File: src/rtl/fighter_fsm.sv
// Per-player move/attack sequencer: action state, sprite x and hitbox arming, stepped once per frame_tick.
// Latency: state/sprite_x/hit_armed update on the edge ending a frame_tick cycle; stable for the whole frame.
// Backpressure: none; button/hit pulses on non-tick cycles are latched as pending and applied at the next tick.
//
// Ports:
//   clk, rst          clock, synchronous active-high reset
//   frame_tick        one-cycle pulse per video frame
//   btn_left/right    walk buttons (level, synchronised)
//   btn_attack        attack button (level; rising edge = press)
//   opp_x             opponent sprite_x, used for the no-overlap clamp
//   hit_in            pulse: our hurtbox was struck
//   hit_landed        pulse: our hitbox connected
//   state             action state (0 idle,1 fwd,2 back,3 startup,4 active,5 recovery,6 hitstun,7 blockstun)
//   sprite_x          sprite left edge
//   hit_armed         hitbox may still score in the current active window
//
// Optional feature: define FIGHTER_BLOCK_EN to turn hits taken while idle/walking back with back held
// into blockstun (half pushback). Without it, every hit produces hitstun and state 7 never occurs.
module fighter_fsm #(
  parameter bit IS_MIRRORED      = 1'b0,
  parameter int START_X          = 100,
  parameter int X_MIN            = 0,
  parameter int X_MAX            = 576,
  parameter int WALK_SPEED       = 2,
  parameter int PUSHBACK         = 8,
  parameter int STARTUP_FRAMES   = 5,
  parameter int ACTIVE_FRAMES    = 3,
  parameter int RECOVERY_FRAMES  = 12,
  parameter int HITSTUN_FRAMES   = 20,
  parameter int BLOCKSTUN_FRAMES = 10
) (
  input  logic       clk,
  input  logic       rst,
  input  logic       frame_tick,
  input  logic       btn_left,
  input  logic       btn_right,
  input  logic       btn_attack,
  input  logic [9:0] opp_x,
  input  logic       hit_in,
  input  logic       hit_landed,
  output logic [2:0] state,
  output logic [9:0] sprite_x,
  output logic       hit_armed
);

  typedef enum logic [2:0] {
    S_IDLE      = 3'd0,
    S_WALK_FWD  = 3'd1,
    S_WALK_BACK = 3'd2,
    S_STARTUP   = 3'd3,
    S_ACTIVE    = 3'd4,
    S_RECOVERY  = 3'd5,
    S_HITSTUN   = 3'd6,
    S_BLOCKSTUN = 3'd7
  } state_t;

  localparam logic signed [10:0] XMIN_S  = 11'(X_MIN);
  localparam logic signed [10:0] XMAX_S  = 11'(X_MAX);
  localparam logic signed [10:0] WALK_S  = 11'(WALK_SPEED);
  localparam logic signed [10:0] PUSH_S  = 11'(PUSHBACK);
  localparam logic signed [10:0] BPUSH_S = 11'(PUSHBACK / 2);
  localparam logic signed [10:0] WIDTH_S = 11'sd64;

  localparam logic [4:0] STARTUP_LD = 5'(STARTUP_FRAMES - 1);
  localparam logic [4:0] ACTIVE_LD  = 5'(ACTIVE_FRAMES - 1);
  localparam logic [4:0] RECOV_LD   = 5'(RECOVERY_FRAMES - 1);
  localparam logic [4:0] HIT_LD     = 5'(HITSTUN_FRAMES - 1);
  localparam logic [4:0] BLOCK_LD   = 5'(BLOCKSTUN_FRAMES - 1);

  state_t     st;
  logic [4:0] phase_cnt;
  logic       attack_pend;
  logic       hit_pend;
  logic       btn_attack_q;

  assign state = st;

  logic fwd_btn, back_btn;
  assign fwd_btn  = IS_MIRRORED ? btn_left  : btn_right;
  assign back_btn = IS_MIRRORED ? btn_right : btn_left;

  logic in_neutral, in_stun, attack_rise, attack_now, hit_now, block_now;
  assign in_neutral  = (st == S_IDLE) || (st == S_WALK_FWD) || (st == S_WALK_BACK);
  assign in_stun     = (st == S_HITSTUN) || (st == S_BLOCKSTUN);
  assign attack_rise = btn_attack & ~btn_attack_q;
  // Same-cycle press/hit count for the tick they coincide with.
  assign attack_now  = attack_pend | (attack_rise & in_neutral);
  assign hit_now     = hit_pend | (hit_in & ~in_stun);

`ifdef FIGHTER_BLOCK_EN
  assign block_now = ((st == S_IDLE) || (st == S_WALK_BACK)) && back_btn;
`else
  assign block_now = 1'b0;
`endif

  function automatic logic signed [10:0] clamp_arena(input logic signed [10:0] v);
    logic signed [10:0] r;
    r = v;
    if (r < XMIN_S)      r = XMIN_S;
    else if (r > XMAX_S) r = XMAX_S;
    return r;
  endfunction

  // Candidate positions, all in 11-bit signed so underflow below X_MIN is visible.
  logic signed [10:0] x_s, opp_s, lim_s;
  logic signed [10:0] x_fwd, x_back, x_push, x_block;

  always_comb begin
    x_s   = signed'({1'b0, sprite_x});
    opp_s = signed'({1'b0, opp_x});
    lim_s = IS_MIRRORED ? (opp_s + WIDTH_S) : (opp_s - WIDTH_S);

    x_fwd   = clamp_arena(IS_MIRRORED ? (x_s - WALK_S)  : (x_s + WALK_S));
    x_back  = clamp_arena(IS_MIRRORED ? (x_s + WALK_S)  : (x_s - WALK_S));
    x_push  = clamp_arena(IS_MIRRORED ? (x_s + PUSH_S)  : (x_s - PUSH_S));
    x_block = clamp_arena(IS_MIRRORED ? (x_s + BPUSH_S) : (x_s - BPUSH_S));

    // No-overlap clamp on forward moves only; if already inside the limit, hold
    // rather than being shoved backward.
    if (!IS_MIRRORED) begin
      if (x_fwd > lim_s) x_fwd = (x_s > lim_s) ? x_s : lim_s;
    end else begin
      if (x_fwd < lim_s) x_fwd = (x_s < lim_s) ? x_s : lim_s;
    end
  end

  always_ff @(posedge clk) begin
    if (rst) begin
      st           <= S_IDLE;
      sprite_x     <= 10'(START_X);
      hit_armed    <= 1'b0;
      phase_cnt    <= 5'd0;
      attack_pend  <= 1'b0;
      hit_pend     <= 1'b0;
      btn_attack_q <= 1'b0;
    end else begin
      btn_attack_q <= btn_attack;

      // Presses during attack/stun phases are dropped, not queued.
      if (attack_rise && in_neutral) attack_pend <= 1'b1;
      if (hit_in && !in_stun)        hit_pend    <= 1'b1;
      if (hit_landed)                hit_armed   <= 1'b0;

      if (frame_tick) begin
        if (hit_now) begin
          hit_pend    <= 1'b0;
          attack_pend <= 1'b0;
          hit_armed   <= 1'b0;
          if (block_now) begin
            st        <= S_BLOCKSTUN;
            phase_cnt <= BLOCK_LD;
            sprite_x  <= x_block[9:0];
          end else begin
            st        <= S_HITSTUN;
            phase_cnt <= HIT_LD;
            sprite_x  <= x_push[9:0];
          end
        end else if (!in_neutral) begin
          if (phase_cnt != 5'd0) begin
            phase_cnt <= phase_cnt - 5'd1;
          end else begin
            case (st)
              S_STARTUP: begin
                st        <= S_ACTIVE;
                phase_cnt <= ACTIVE_LD;
                hit_armed <= 1'b1;
              end
              S_ACTIVE: begin
                st        <= S_RECOVERY;
                phase_cnt <= RECOV_LD;
                hit_armed <= 1'b0;
              end
              default: st <= S_IDLE;
            endcase
          end
        end else if (attack_now) begin
          st          <= S_STARTUP;
          phase_cnt   <= STARTUP_LD;
          attack_pend <= 1'b0;
        end else if (fwd_btn && !back_btn) begin
          st       <= S_WALK_FWD;
          sprite_x <= x_fwd[9:0];
        end else if (back_btn && !fwd_btn) begin
          st       <= S_WALK_BACK;
          sprite_x <= x_back[9:0];
        end else begin
          st <= S_IDLE;
        end
      end
    end
  end

endmodule

File: config.mk
export PLATFORM = sky130hd
export DESIGN_NAME = fighter_fsm
export DESIGN_NICKNAME = d
export VERILOG_FILES = /design/src/rtl/fighter_fsm.sv
export SDC_FILE = /design/constraint.sdc
export NUM_CORES = 1
export LEC_CHECK = 0
export CORE_ASPECT_RATIO = 1.1
export CORE_MARGIN = 3
export CORE_UTILIZATION = 57
export DETAILED_ROUTE_END_ITERATION = 10
export GPL_TIMING_DRIVEN = 0
export PLACE_DENSITY = 0.9
export SETUP_SLACK_MARGIN = 0.02
export SYNTH_ARGS = -nofsm -noshare
export SYNTH_HDL_FRONTEND = slang
export SYNTH_SLANG_ARGS = --single-unit
File: constraint.sdc
create_clock -name clk -period 4.3 [get_ports clk]
set_input_delay 0.86 -clock clk [delete_from_list [all_inputs] [get_ports clk]]
set_output_delay 0.86 -clock clk [all_outputs]
set_load 0.02 [all_outputs]
---- Yosys cells after proc, flatten, opt, wreduce, memory -nomap -nowiden ----
Cells that the tools add are included.
cells by class
  $add $sub $neg .......................... 5
  order comparisons ....................... 8
  equality and inequality tests ........... 10
  mux-type cells .......................... 39
  bitwise logic cells ..................... 7
  reductions and logical operators ........ 18
operators with widths
  kind                                                                            number
  10-bit 2-to-1 mux                                                               11
  11-bit > comparator (second input constant)                                     3
  11-bit by 1-bit less-than comparator with 1-bit output (second input constant)  3
  11-bit > comparator                                                             2
  11-bit 2-to-1 mux                                                               2
  5-bit 2-to-1 mux                                                                4
  1-bit 2-to-1 mux                                                                13
  10-bit by 2-bit adder with 11-bit output (second input constant)                1
  10-bit by 2-bit subtractor with 11-bit output (second input constant)           1
  10-bit by 4-bit subtractor with 11-bit output (second input constant)           1
  10-bit by 7-bit subtractor with 11-bit output (second input constant)           1
  5-bit case mux with 2 select lines                                              1
  5-bit nonzero test                                                              2
  3-bit equality test (second input constant)                                     3
  3-bit 2-to-1 mux                                                                3
  3-bit by 2-bit equality test with 1-bit output (second input constant)          2
  2-bit 2-to-1 mux                                                                3
  3-bit case mux with 2 select lines                                              1
  5-bit AND reduction                                                             1
  5-bit by 1-bit subtractor with 5-bit output (second input constant)             1
  1-bit logical AND                                                               4
  4-bit inequality test (second input constant)                                   1
  1-bit AND                                                                       3
  3-bit by 1-bit equality test with 1-bit output (second input constant)          1
  13 further kinds                                                                19
storage, ports and cells
  register bits ........................... 22
  input port bits ......................... 18
  output and inout port bits .............. 14
  logic and storage cells ................. 94

---- Depth between registers and ports, before layout ----
  depth after elaboration ................. 10
  depth in mapped cells ................... 16
  mapped depth without buffers ............ 15

---- Worst setup path before layout ----
Ideal clock, no wire load.
  kind .................................... register to register
  from .................................... register sprite_x[1]
  to ...................................... register sprite_x[0]
  setup time .............................. 0.132 ns
  arrival time ............................ 3.575 ns
  data required time ...................... 4.168 ns
  setup slack ............................. 0.593 ns
  stages on the path, launching flop included .. 17
  buffers on the path ..................... 1
  clock period less this slack ............ 3.707 ns
  path through ............................ dfxtp_1 -> ha_1 -> and2_1 -> and4_4 -> o311a_1 -> o221ai_4 -> nor2_1 -> ha_1 -> nor2b_1 -> o21ai_0 -> a21oi_1 -> o21ai_2 -> a211oi_1 -> or2_2 -> buf_4 -> o311ai_1 -> o21ai_0
between the ends
  word-level cells in the longest chain between the ends .. 10
  elaborated cells on any way between the ends .. 25
  those cells by class .................... add/sub (3); order compare (8); eq/ne (1); mux (12); reduce/logical (1)
ends and longest elaborated chain
  item                                      line  source
  from (decl)                               42    output logic [9:0] sprite_x,
  from (signal assigned)                    130   sprite_x <= 10'(START_X);
  from (signal assigned)                    152   sprite_x <= x_block[9:0];
  from (signal assigned)                    156   sprite_x <= x_push[9:0];
  10-bit by 2-bit adder with 11-bit output  --
  11-bit > comparator                       100   else if (r > XMAX_S) r = XMAX_S;
  11-bit 2-to-1 mux                         100
  11-bit 2-to-1 mux                         99    if (r < XMIN_S) r = XMIN_S;
  11-bit > comparator                       121   if (x_fwd > lim_s) x_fwd = (x_s > lim_s) ? x_s : lim_s;
  10-bit 2-to-1 mux                         121
  10-bit 2-to-1 mux                         180   end else if (fwd_btn && !back_btn) begin
  10-bit 2-to-1 mux                         176   end else if (attack_now) begin
  10-bit 2-to-1 mux                         158   end else if (!in_neutral) begin
  10-bit 2-to-1 mux                         145   if (hit_now) begin
Parallel ways exist; a longest one is shown, timed or not. The select of a mux whose other input is x is not followed.
A chain may end at the register's enable or synchronous reset.

---- Final worst setup path ----
  from .................................... register sprite_x[2]
  to ...................................... register sprite_x[3]
Same word-level chain as after synthesis.

==> flow_metrics.env <==
export IMPL_finalCritPeriodShare=0.973
export IMPL_drt_iter0_markers=367
export IMPL_synth_simple_area_share=0.266
export IMPL_syn_inst=363
export IMPL_cts_htree_levels=1
export IMPL_die_area_sq_mm=0.00555
export IMPL_place_inst=448
export IMPL_antenna_cells=0
export IMPL_hold_viol_final=0
export IMPL_dieHeight_um=77.8
export IMPL_syn_nets=409
export IMPL_cts_buffers=3
export IMPL_synth_top_family_by_area="compound AO/OA/AOI/OAI gates"
export IMPL_core_sq_mm=0.00441
export IMPL_track_usage=0.285
export IMPL_path_class="register to register"
export IMPL_start_kind="register"
export IMPL_routedWlPerCell_um=17.9
export IMPL_ir_drop_mv=0.281
export IMPL_clock_sinks=22
export IMPL_cellLeakagePower_nw=1.32
export IMPL_ys_flop_type="dfxtp_1"
export IMPL_p_total_mw=0.875
export IMPL_clockRootBuffer="clkbuf_8"
export IMPL_ys_seq_elements=22
export IMPL_drcViolationCount=0
export IMPL_clk_path_buf_depth=2
export IMPL_detail_route_wirelength_um=8180
export IMPL_drt_first_pass_iters=5
export IMPL_syn_area_per_cell_sq_um=7.36
export IMPL_fmax_mhz=239
export IMPL_clock_skew_ns=0.00447
export IMPL_hold_ws_ns=0.488
export IMPL_syn_cell_area_sq_mm=0.00267
export IMPL_yosys_area_share_xor_xnor=0.0459
export IMPL_synth_compound_area_frac=0.312
export IMPL_power_per_cell_area_mw_per_mm2=273
export IMPL_synthArstFlopShare=0
export IMPL_yosysWarnings=0
export IMPL_arrival_ns=4.31
export IMPL_yosysUniqueCellTypes=68
export IMPL_yosysSeqAreaShare=0.165
export IMPL_drtAntennaViolNets=0
export IMPL_layout_nets=449
export IMPL_ios=32
export IMPL_drive_gt1_frac=0.122
export IMPL_io_buffers=31
export IMPL_grt_max_degree=14
export IMPL_start_util=0.606
export IMPL_dieWidth_um=71.3
export IMPL_outcome="finished, final reports clean"
export IMPL_grt_pass1_vias=2811
export IMPL_cts_tree="yes"
export IMPL_max_slew_margin=0.568
export IMPL_insertion_delay_ns=0.27
export IMPL_antenna_found_initial=0
export IMPL_worstHoldPathType="register to register"
export IMPL_viasPerCell=6.82
export IMPL_gr_total_overflow=0
export IMPL_cp_max_fo=10
export IMPL_areaGrowthSynthToFinish_pct=19.9
export IMPL_hpwl_um=5860
export IMPL_cap_violations=0
export IMPL_muxShareOfSynthArea=0.0126
export IMPL_place_gp_congestion=0.972
export IMPL_finalCriticalPeriod_ns=4.18
export IMPL_final_util=0.727
export IMPL_synthAdderAreaFrac=0.135
export IMPL_drv_slew=0
export IMPL_crit_path_end_kind="register"
export IMPL_setup_violations=0
export IMPL_vias=3112
export IMPL_grt_pass1_wl_um=13000
export IMPL_rows=25
export IMPL_clk_pin_slew_worst_paths_ns=0.09
export IMPL_synth_enable_flop_cells=0
export IMPL_cp_required_ns=4.42
export IMPL_worst_pin_slew_ns=0.649
export IMPL_stdcell_count=456
-- power breakdown --
| part | switching (mW) | internal, mW |
|---|---|---|
| clock | 0.0829 | 0.125 |
| combinational | 0.249 | 0.171 |
| sequential | 0.0261 | 0.221 |
| total | 0.358 | 0.517 |
-- final timing paths --
kind	start	to	slack, ns	cells past startpoint
worst max-delay path	sprite_x[2]	sprite_x[3]	0.12	17
worst min-delay path	phase_cnt[4]	phase_cnt[4]	0.49	2
worst max register to register	sprite_x[2]	sprite_x[3]	0.12	17
worst min register to register	phase_cnt[4]	phase_cnt[4]	0.49	2
-- layout make-up --
type,count,area [sq um]
clock inverters,1,30.0
well taps,54,67.6
fillers,346,1200
repair buffers,35,338
multi-input cells,300,2110
clock buffers,3,41.3
inverters,27,101
flip-flops and latches,22,447
plain buffers,14,67.6
-- cells by family after synthesis --
kind of cell | Yosys count
XOR/XNOR | 14
AO/OA/AOI/OAI | 118
flip-flops | 22
AND/OR/NAND/NOR | 136
buffers and inverters | 41
multiplexers | 3
adder cells (fa/ha/maj) | 29
-- worst max-delay path, cell delays in order (launching register included) --
cell,delay [ns]
dfxtp_2,0.45
ha_2,0.30
and2_1,0.25
and4_4,0.24
o311a_1,0.24
o221ai_4,0.18
clkbuf_2,0.21
or2_2,0.30
ha_1,0.27
nand3_1,0.09
nor3_1,0.22
a21oi_1,0.11
o21ai_4,0.11
a211oi_2,0.07
or2_2,0.35
buf_4,0.20
nor3_1,0.27
a221oi_1,0.15
-- flip-flops by register name (all words and copies together) (netlist names) --
| register | cells |
|---|---|
| sprite_x | 10 |
| phase_cnt | 5 |
| state | 3 |
| attack_pend | 1 |
| btn_attack_q | 1 |
| hit_armed | 1 |
| hit_pend | 1 |
-- cells in the final DEF, fill, tap and decap left out, drive strengths merged, types with 11 or more instances in the layout --
cell type,count
ha,28
clkdlybuf4s50,31
nor3,16
nor2,32
dfxtp,22
clkbuf,11
a21oi,29
o21ai,24
nand2,35
nand3,14
inv,27
-- cell usage after synthesis (all sizes together), types with 2 or more instances --
master    n  area share
o22ai     7       0.019
and2      3      0.0070
o221ai    5       0.023
a21oi    29       0.054
and3      3      0.0070
a211oi    5       0.014
nor3     16       0.036
nand3    14       0.031
mux2      3       0.013
or2       3      0.0070
a221oi    4       0.013
nor2     32       0.045
nor2b     8       0.019
a2bb2oi   2      0.0066
o21ai    24       0.048
a21o      6       0.017
nand4     8       0.021
ha       28        0.13
o31ai     5       0.014
dfxtp    22        0.16
o21bai    2      0.0056
or3b      2      0.0066
nand3b    2      0.0056
nand2    35       0.049
and4      2      0.0075
o211ai    3      0.0084
a31oi     3      0.0070
nor4      3      0.0070
xnor2    10       0.033
clkbuf    7      0.0098
inv      27       0.038
xor2      4       0.013
o311ai    3       0.013
o21a      3      0.0084
buf       7       0.015
-- routing by layer --
layer	part of all wire	wire, um	global-route usage	vias up
met5	0	0	0	-
met2	0.47	3860	0.458	182
met4	0.027	218	0.103	0
li1	-	-	-	1435
met1	0.40	3310	0.382	1471
met3	0.096	785	0.0427	24
-- timing repair --
action,4_1_cts,5_1_grt
pin swaps,0,3
setup endpoints to repair,6,10
gates cloned,0,0
resized for setup,2,12
hold buffers,0,0
setup buffers,0,4
-- per-stage QoR --
stage	instance area [sq um]	setup WS [ns]	setup TNS, ns
global route	3210	-0.0567	-0.0699
floorplan	2670	0.593	0
global placement	3050	-0.0900	-0.268
finish	3210	0.117	0
CTS	3130	0.104	0
detailed placement	3050	-0.136	-0.518
Power figures use the tool's default switching activity.
